<file path="src/rtl/multicycle_main_fsm_if.sv">
// Control bundle between the multicycle main FSM and the RV32I datapath.
// The master side is the controller; the slave side is the datapath and memory.
interface multicycle_main_fsm_if;
  logic [6:0] op;
  logic       mem_ready;
  logic       mem_req;
  logic       PCUpdate;
  logic       Branch;
  logic       RegWrite;
  logic       MemWrite;
  logic       IRWrite;
  logic       AdrSrc;
  logic [1:0] ResultSrc;
  logic [1:0] ALUSrcA;
  logic [1:0] ALUSrcB;
  logic [1:0] ALUOp;
  logic       illegal_op;
  logic       bus_err;
  logic [3:0] state_dbg;

  modport master (
    input  op, mem_ready,
    output mem_req, PCUpdate, Branch, RegWrite, MemWrite, IRWrite, AdrSrc,
           ResultSrc, ALUSrcA, ALUSrcB, ALUOp, illegal_op, bus_err, state_dbg
  );

  modport slave (
    output op, mem_ready,
    input  mem_req, PCUpdate, Branch, RegWrite, MemWrite, IRWrite, AdrSrc,
           ResultSrc, ALUSrcA, ALUSrcB, ALUOp, illegal_op, bus_err, state_dbg
  );
endinterface

</file>
<file path="src/rtl/multicycle_main_fsm.sv">
// Main control FSM of the multicycle RV32I core: one instruction phase per state,
// memory phases paced by mem_ready with a bounded wait that ends in bus_err.
module multicycle_main_fsm #(
  parameter int MEM_TIMEOUT = 16
) (
  input  logic                   clk,
  input  logic                   reset_n,
  multicycle_main_fsm_if.master  bus
);

  localparam int CW = (MEM_TIMEOUT > 2) ? $clog2(MEM_TIMEOUT) : 1;
  localparam logic [CW-1:0] WAIT_LAST = CW'(MEM_TIMEOUT - 1);

  localparam logic [6:0] OP_LW   = 7'b0000011;
  localparam logic [6:0] OP_SW   = 7'b0100011;
  localparam logic [6:0] OP_R    = 7'b0110011;
  localparam logic [6:0] OP_I    = 7'b0010011;
  localparam logic [6:0] OP_BEQ  = 7'b1100011;
  localparam logic [6:0] OP_JAL  = 7'b1101111;

  typedef enum logic [3:0] {
    FETCH    = 4'd0,
    DECODE   = 4'd1,
    MEMADR   = 4'd2,
    MEMREAD  = 4'd3,
    MEMWB    = 4'd4,
    MEMWRITE = 4'd5,
    EXECUTER = 4'd6,
    EXECUTEI = 4'd7,
    ALUWB    = 4'd8,
    BEQ      = 4'd9,
    JAL      = 4'd10
  } state_t;

  state_t        state_reg, state_next;
  logic [CW-1:0] wait_cnt_reg, wait_cnt_next;
  logic          is_mem_state;
  logic          timeout;
  logic          op_known;

  assign is_mem_state = (state_reg == FETCH) || (state_reg == MEMREAD) || (state_reg == MEMWRITE);
  assign op_known = (bus.op == OP_LW) || (bus.op == OP_SW) || (bus.op == OP_R) ||
                    (bus.op == OP_I)  || (bus.op == OP_BEQ) || (bus.op == OP_JAL);

  always_ff @(posedge clk) begin
    if (!reset_n) begin
      state_reg    <= FETCH;
      wait_cnt_reg <= '0;
    end else begin
      state_reg    <= state_next;
      wait_cnt_reg <= wait_cnt_next;
    end
  end

  // The counter only advances while stalled in a memory state; every exit clears it.
  always_comb begin
    state_next    = state_reg;
    wait_cnt_next = '0;
    timeout       = 1'b0;
    if (is_mem_state && !bus.mem_ready) begin
      if (wait_cnt_reg == WAIT_LAST) timeout = 1'b1;
      else                           wait_cnt_next = wait_cnt_reg + 1'b1;
    end
    case (state_reg)
      FETCH:    if (bus.mem_ready) state_next = DECODE;
      DECODE: begin
        case (bus.op)
          OP_LW, OP_SW: state_next = MEMADR;
          OP_R:         state_next = EXECUTER;
          OP_I:         state_next = EXECUTEI;
          OP_BEQ:       state_next = BEQ;
          OP_JAL:       state_next = JAL;
          default:      state_next = FETCH;
        endcase
      end
      MEMADR:   state_next = (bus.op == OP_LW) ? MEMREAD : MEMWRITE;
      MEMREAD:  if (bus.mem_ready) state_next = MEMWB;
      MEMWB:    state_next = FETCH;
      MEMWRITE: if (bus.mem_ready) state_next = FETCH;
      EXECUTER, EXECUTEI, JAL: state_next = ALUWB;
      ALUWB, BEQ: state_next = FETCH;
      default:  state_next = FETCH;
    endcase
    if (timeout) state_next = FETCH;
  end

  always_comb begin
    bus.mem_req    = 1'b0;
    bus.PCUpdate   = 1'b0;
    bus.Branch     = 1'b0;
    bus.RegWrite   = 1'b0;
    bus.MemWrite   = 1'b0;
    bus.IRWrite    = 1'b0;
    bus.AdrSrc     = 1'b0;
    bus.ResultSrc  = 2'b00;
    bus.ALUSrcA    = 2'b00;
    bus.ALUSrcB    = 2'b00;
    bus.ALUOp      = 2'b00;
    bus.illegal_op = 1'b0;
    bus.bus_err    = 1'b0;
    bus.state_dbg  = 4'd0;
    if (reset_n) begin
      bus.state_dbg = state_reg;
      bus.bus_err   = timeout;
      case (state_reg)
        FETCH: begin
          bus.mem_req   = 1'b1;
          bus.ALUSrcB   = 2'b10;
          bus.ResultSrc = 2'b10;
          bus.IRWrite   = bus.mem_ready;
          bus.PCUpdate  = bus.mem_ready;
        end
        DECODE: begin
          bus.ALUSrcA    = 2'b01;
          bus.ALUSrcB    = 2'b01;
          bus.illegal_op = !op_known;
        end
        MEMADR: begin
          bus.ALUSrcA = 2'b10;
          bus.ALUSrcB = 2'b01;
        end
        MEMREAD: begin
          bus.mem_req = 1'b1;
          bus.AdrSrc  = 1'b1;
        end
        MEMWB: begin
          bus.ResultSrc = 2'b01;
          bus.RegWrite  = 1'b1;
        end
        // The store strobe is withdrawn on the cycle the wait gives up.
        MEMWRITE: begin
          bus.mem_req  = 1'b1;
          bus.AdrSrc   = 1'b1;
          bus.MemWrite = !timeout;
        end
        EXECUTER: begin
          bus.ALUSrcA = 2'b10;
          bus.ALUOp   = 2'b10;
        end
        EXECUTEI: begin
          bus.ALUSrcA = 2'b10;
          bus.ALUSrcB = 2'b01;
          bus.ALUOp   = 2'b10;
        end
        ALUWB:    bus.RegWrite = 1'b1;
        BEQ: begin
          bus.ALUSrcA = 2'b10;
          bus.ALUOp   = 2'b01;
          bus.Branch  = 1'b1;
        end
        JAL: begin
          bus.ALUSrcA  = 2'b01;
          bus.ALUSrcB  = 2'b10;
          bus.PCUpdate = 1'b1;
        end
        default: ;
      endcase
    end
  end

endmodule

</file>
<file path="src/flat_wrapper.sv">
// flat-port wrapper written by rule: the top's interface ports become plain ports
module multicycle_main_fsm_flat 
#(
  parameter int MEM_TIMEOUT = 16
)
  (clk, reset_n, bus_op, bus_mem_ready, bus_mem_req, bus_PCUpdate, bus_Branch, bus_RegWrite, bus_MemWrite, bus_IRWrite, bus_AdrSrc, bus_ResultSrc, bus_ALUSrcA, bus_ALUSrcB, bus_ALUOp, bus_illegal_op, bus_bus_err, bus_state_dbg);
  multicycle_main_fsm_if bus_i ();
  input  logic clk;
  input  logic reset_n;
  input wire logic [$bits(bus_i.op)-1:0] bus_op;
  input wire logic [$bits(bus_i.mem_ready)-1:0] bus_mem_ready;
  output wire logic [$bits(bus_i.mem_req)-1:0] bus_mem_req;
  output wire logic [$bits(bus_i.PCUpdate)-1:0] bus_PCUpdate;
  output wire logic [$bits(bus_i.Branch)-1:0] bus_Branch;
  output wire logic [$bits(bus_i.RegWrite)-1:0] bus_RegWrite;
  output wire logic [$bits(bus_i.MemWrite)-1:0] bus_MemWrite;
  output wire logic [$bits(bus_i.IRWrite)-1:0] bus_IRWrite;
  output wire logic [$bits(bus_i.AdrSrc)-1:0] bus_AdrSrc;
  output wire logic [$bits(bus_i.ResultSrc)-1:0] bus_ResultSrc;
  output wire logic [$bits(bus_i.ALUSrcA)-1:0] bus_ALUSrcA;
  output wire logic [$bits(bus_i.ALUSrcB)-1:0] bus_ALUSrcB;
  output wire logic [$bits(bus_i.ALUOp)-1:0] bus_ALUOp;
  output wire logic [$bits(bus_i.illegal_op)-1:0] bus_illegal_op;
  output wire logic [$bits(bus_i.bus_err)-1:0] bus_bus_err;
  output wire logic [$bits(bus_i.state_dbg)-1:0] bus_state_dbg;
  assign bus_i.op = bus_op;
  assign bus_i.mem_ready = bus_mem_ready;
  assign bus_mem_req = bus_i.mem_req;
  assign bus_PCUpdate = bus_i.PCUpdate;
  assign bus_Branch = bus_i.Branch;
  assign bus_RegWrite = bus_i.RegWrite;
  assign bus_MemWrite = bus_i.MemWrite;
  assign bus_IRWrite = bus_i.IRWrite;
  assign bus_AdrSrc = bus_i.AdrSrc;
  assign bus_ResultSrc = bus_i.ResultSrc;
  assign bus_ALUSrcA = bus_i.ALUSrcA;
  assign bus_ALUSrcB = bus_i.ALUSrcB;
  assign bus_ALUOp = bus_i.ALUOp;
  assign bus_illegal_op = bus_i.illegal_op;
  assign bus_bus_err = bus_i.bus_err;
  assign bus_state_dbg = bus_i.state_dbg;
  multicycle_main_fsm #(.MEM_TIMEOUT(MEM_TIMEOUT)) u_core (.clk(clk), .reset_n(reset_n), .bus(bus_i));
endmodule
</file>
<file path="config.mk">
export PLATFORM = sky130hd
export DESIGN_NAME = multicycle_main_fsm_flat
export DESIGN_NICKNAME = d
export VERILOG_FILES = /design/src/rtl/multicycle_main_fsm_if.sv /design/src/rtl/multicycle_main_fsm.sv /design/src/flat_wrapper.sv
export SDC_FILE = /design/constraint.sdc
export NUM_CORES = 1
export LEC_CHECK = 0
export ABC_AREA = 1
export BUFFER_PORTS_ARGS = -buffer_cell sky130_fd_sc_hd__buf_4
export CELL_PAD_IN_SITES_DETAIL_PLACEMENT = 1
export CELL_PAD_IN_SITES_GLOBAL_PLACEMENT = 1
export CORE_ASPECT_RATIO = 0.8
export CORE_MARGIN = 2
export CORE_UTILIZATION = 35
export CTS_BUF_LIST = sky130_fd_sc_hd__clkbuf_4 sky130_fd_sc_hd__clkbuf_8
export CTS_CLUSTER_DIAMETER = 40
export DETAILED_ROUTE_END_ITERATION = 10
export PLACE_DENSITY_LB_ADDON = 0.1
export SYNTH_ARGS = -nofsm -noshare
export SYNTH_HDL_FRONTEND = slang
export SYNTH_SLANG_ARGS = --single-unit
</file>
<file path="constraint.sdc">
create_clock -name clk -period 3.65 [get_ports clk]
set_input_delay 0.365 -clock clk [delete_from_list [all_inputs] [get_ports clk]]
set_output_delay 0.365 -clock clk [all_outputs]
set_load 0.01 [all_outputs]
</file>
* Word-level counts from Yosys, hierarchy flattened
Cells that the tools add are included.
** Word-level totals
- Word-level logic and storage cells :: 84
- Input bits :: 10
- Output and inout bits :: 21
- Flip-flop bits (word level) :: 8
** Operators by class
- Add/sub/neg operators :: 1
- Bitwise operators :: 2
- Reductions and logical operators :: 25
- Mux-type cells :: 34
- Equality and inequality tests :: 20
** Operator list (count)
- case mux 4 bit (6 select lines) :: 1
- case mux 4 bit (5 select lines) :: 1
- 2-to-1 mux 1 bit :: 18
- equality test 4 x 3 -> 1 bit, second input constant :: 4
- equality test 4 bit, second input constant :: 4
- 2-to-1 mux 4 bit :: 4
- case mux 2 bit (2 select lines) :: 4
- equality test 7 x 6 -> 1 bit, second input constant :: 2
- equality test 7 bit, second input constant :: 2
- OR reduction 2 bit :: 7
- OR reduction 3 bit :: 4
- equality test 4 x 2 -> 1 bit, second input constant :: 2
- 2-to-1 mux 2 bit :: 4
- equality test 7 x 2 -> 1 bit, second input constant :: 1
- equality test 7 x 5 -> 1 bit, second input constant :: 1
- logical OR 1 bit :: 7
- inequality test 2 bit, second input constant :: 3
- adder 4 x 1 -> 4 bit, second input constant :: 1
- equality test 4 x 1 -> 1 bit, second input constant :: 1
- zero test 4 bit :: 1
- OR reduction 4 bit :: 1
- zero test 1 bit :: 3
- 2-to-1 mux 3 bit :: 1
- AND reduction 3 bit :: 1
- other kinds (3) :: 4

* Logic depth before layout (Yosys ltp)
- Depth in word-level cells :: 9
- Gate-level depth with buffers :: 9
- Gate-level depth less buffers :: 9

* Least setup slack after synthesis
Ideal clock, no wire load.
- Kind :: register -> output
- Start :: register u_core.state_reg[2]
- End :: output bus_PCUpdate
- Data required time :: 3285 ps
- Cell stages (with the launch flop) :: 6
- Path buffers :: 0
- Slack :: 2125 ps
- Data arrival time :: 1160 ps
- Cells stage by stage :: dfxtp_1 > nor2_2 > nand2_1 > nor2_1 > inv_1 > o21ai_0
** On the way
- Longest elaborated chain between the ends :: 3
- Elaborated cells on any way between the ends :: 4
- Those cells by class :: 1 x eq/ne; 2 x mux; 1 x reduce/logical
** Ends and longest elaborated chain
- start: declaration :: RTL line multicycle_main_fsm.sv:35 : state_t state_reg, state_next;
- start signal: assignment :: RTL line multicycle_main_fsm.sv:50 : state_reg <= state_next;
- equality test 4 bit or zero test 4 bit (tied branches) :: RTL line multicycle_main_fsm.sv:105 : case (state_reg)
- case mux 1 bit (2 select lines) * :: RTL line multicycle_main_fsm.sv:105
- 2-to-1 mux 1 bit * :: RTL line multicycle_main_fsm.sv:102 : if (reset_n) begin
- end: declaration :: RTL line flat_wrapper.sv:13 : output wire logic [$bits(bus_i.PCUpdate)-1:0] bus_PCUpdate;
Mark *: on every way between the ends. The rest lies on a longest branch, timed or not.

* Worst setup path after layout
- Start :: register u_core.state_reg[3]
- End :: output bus_MemWrite
** On the way
- Longest elaborated chain between the ends :: 8
- Elaborated cells on any way between the ends :: 10
- Those cells by class :: 2 x eq/ne; 3 x mux; 5 x reduce/logical
** Ends and longest elaborated chain
- equality test 4 x 2 -> 1 bit or zero test 4 bit (tied branches) :: RTL line multicycle_main_fsm.sv:41 : assign is_mem_state = (state_reg == FETCH) || (state_reg == MEMREAD) || (state_reg == MEMWRITE);
- logical OR 1 bit (2 in a row) :: RTL line multicycle_main_fsm.sv:41
- logical AND 1 bit :: RTL line multicycle_main_fsm.sv:60 : if (is_mem_state && !bus.mem_ready) begin
- 2-to-1 mux 1 bit :: RTL line multicycle_main_fsm.sv:60
- zero test 1 bit :: RTL line multicycle_main_fsm.sv:134 : bus.MemWrite = !timeout;
- 2-to-1 mux 1 bit * :: RTL line multicycle_main_fsm.sv:105
- 2-to-1 mux 1 bit * :: RTL line multicycle_main_fsm.sv:102
- end: declaration :: RTL line flat_wrapper.sv:16 : output wire logic [$bits(bus_i.MemWrite)-1:0] bus_MemWrite;
Marks and branches as above.

==> impl_results.md <==
* Status: finished, final reports clean
* Worst setup EP type: output pin
* Setup TNS at 0 ns
* XOR/XNOR Fraction of Synth Area at 2.291%
* Footprint of the multi-input gates at 486.7 um^2
* Area Growth Syn to Fin at 35.52%
* FP Rows at 15
* Leakage at 0.6223 nW
* Synthesis Warnings at 0
* Setup Buffers After CTS at 0
* Placed cell areas at 1013 um^2
* Die extent in y at 45.80 um
* Share of post-route cells with drive strength above 1 at 33.13%
* Post-synthesis sequential area ratio at 20.95%
* Most frequent CP cell: nand2_4
* Routability Congestion at 0.8038
* Least-Margin Pin Slew at 0.2469 ns
* Max VDD drop at 150.6 uV
* Layout Cells excl Fill at 185
* Cells after DPL at 182
* Crit path DAT at 1.73 ns
* Final Setup Violations at 0
* Max Slew Vio Count at 0
* Crit path max fanout at 5
* Worst-path clk slew at 0.06 ns
* Library cells used by synthesis at 23
* Pre-CTS setup slack at 1.862 ns
* Final Hold Fails at 0
* Worst Clk Skew at 0.01014 ns
* CTS hold repair buffers at 0
* Largest net degree at the start of global routing at 13
* Mux cell area share after synthesis at 0%
* # resized after CTS at 0
* Sink Count at 8
* DIE WIDTH at 56.25 um
* Peak Freq at 478.0 MHz
* Clock tree from TritonCTS: done
* Via Count at 866
* Post-synthesis compound-gate area fraction at 8.838%
* Final min period at 2.092 ns
* Number of max-cap violations at 0
* Clk buf depth at 2
* Adder-Cell Fraction of Synth Area at 1.637%
* First-pass GRT wire length at 3.401 mm
* Most frequent cells in the layout: buf_4 (30), nand2_1 (28), inv_1 (28), nor2_1 (19), nand3_1 (9)
* Starting DRC count in detailed routing at 16
* Detail Route Antenna Nets at 0
* Period Utilization, post-route at 57.31%
* Remaining DRCs at 0
* Number of inserted diodes at 0
* Fin area at 1036 um^2
* Max stage delay on crit path at 0.36 ns
* Synthesized cell area at 764.5 um^2
* # IOs at 31
* Final nets at 173
* H-tree depth at 1
* Register Area at 160.2 um^2
* CP max-delay cell: dfxtp_1
* Unrepaired setup endpoints after global routing: no
* Setup ws final at 1.558 ns
* Vias/cell at 4.681
* Commonest non-fill, non-tap cell in the layout: buf_4
* CTS buffer count at 3
* Largest family of logic cells by synthesized area: simple AND/OR/NAND/NOR gates
* Hold Path Class: in2reg
* 1st-pass router iterations at 2
* Input/output buffers at 30
* Core area at 2102 um^2
* Vias in the first global route at 771
* WL/cell at 11.28 um
* Post-Route WL at 2.086 mm
* Detailed placement HPWL at 1.789 mm
* Synth Register Bits at 8
* Cells along the critical path: nor2_2 > nand3_1 > nand2_2 > nor2_4 > nor2_8 > nand2_4 > nand2_4 > nor2_1 > buf_4
* Initial antenna violation count at 0
* CP Launch Type: flip-flop
* Syn nets at 139
* GRT Total Usage at 17.24%
* Syn_area_per_cell at 5.973 um^2
* Root Driver: clkbuf_4
* Die ar. at 2576 um^2
* Total gr overflow at 0
* Headroom to the max-slew limit at 83.48%
* Starting utilization of the core area at 36.37%
* Synth Instances at 128
* Critical path class: reg2out
* Clock latency on the worst-skew pair at 0.26 ns
* Filler cells at 313
* Req. time, crit path at 3.28 ns
* Synth Area in Simple Gates at 50.90%
* Power, Total at 0.0002344 W
* Pwr Density at 226.2 nW/um^2
[power breakdown]
group,switching [W],internal [W]
sequential,0.00000350,0.0000900
combinational,0.0000408,0.0000301
clock,0.0000322,0.0000378
total,0.0000765,0.000158
[area by class of cell]
class | count | area share (%)
timing repair buffer | 30 | 21.74
tap | 25 | 3.019
clock buffer | 3 | 2.174
multi-input combinational | 90 | 46.98
inverter | 29 | 10.63
sequential | 8 | 15.46
[metal layers]
metal / share of wire [%] / GRT usage (%)
met5: 0 / 0
met4: 1.7 / 6.190
met1: 45 / 20.88
met2: 48 / 29.18
met3: 5.6 / 5.682
[through the flow]
step / hold WS, ns / utilization [%]
after floorplan: 0.4276 / -
after global placement: 0.4415 / 48.21
after detailed placement: 0.4459 / 48.21
after CTS: 0.4391 / 49.29
after global routing: 0.4531 / 49.29
final: 0.4460 / 49.29
[path summary, 6_finish.rpt]
kind / startpoint / slack [ns] / cells after the start / endpoint
min: bus_mem_ready / 0.45 / 4 / u_core.state_reg[0]$_SDFFE_PP0P_
min reg2reg: u_core.wait_cnt_reg[0]$_SDFF_PP0_ / 0.45 / 1 / u_core.wait_cnt_reg[0]$_SDFF_PP0_
max reg2reg: u_core.state_reg[3]$_SDFFE_PP0P_ / 2.22 / 8 / u_core.state_reg[1]$_SDFFE_PP0P_
max: u_core.state_reg[3]$_SDFFE_PP0P_ / 1.56 / 9 / bus_MemWrite
[synthesized netlist by cell type]
master	n	area, um^2
inv_1	28	105.1
nand2_1	28	105.1
nor2_1	19	71.32
nand3_1	9	45.04
dfxtp_1	8	160.2
nor2_2	8	50.05
o21ai_0	4	20.02
a21oi_1	3	15.01
nor3_1	3	15.01
a21oi_2	2	17.52
nand2_2	2	12.51
nand2_4	2	22.52
nor2_4	2	22.52
and2_2	1	7.510
buf_4	1	7.510
clkinv_2	1	5.000
ha_1	1	12.51
nand3_4	1	17.52
nor2_8	1	20.02
o21bai_1	1	7.510
o31ai_1	1	7.510
xnor2_1	1	8.760
xor2_1	1	8.760
[logic make-up (layout without fill, tap and decap cells)]
logic type | after synthesis | in the layout
and+or+nand+nor | 76 | 76
buffers and inverters | 30 | 62
AOI/OAI and AO/OA | 11 | 11
DFF | 8 | 8
xor gates and xnor gates | 2 | 2
adders and majority gates | 1 | 1
[worst max-delay path: cells and delay by family (launching register included)]
kind                   cells  cell delay, ns
AND/OR/NAND/NOR            8            0.95
buffers and inverters      1            0.14
flip-flops                 1            0.36
Power figures use the tool's default switching activity.
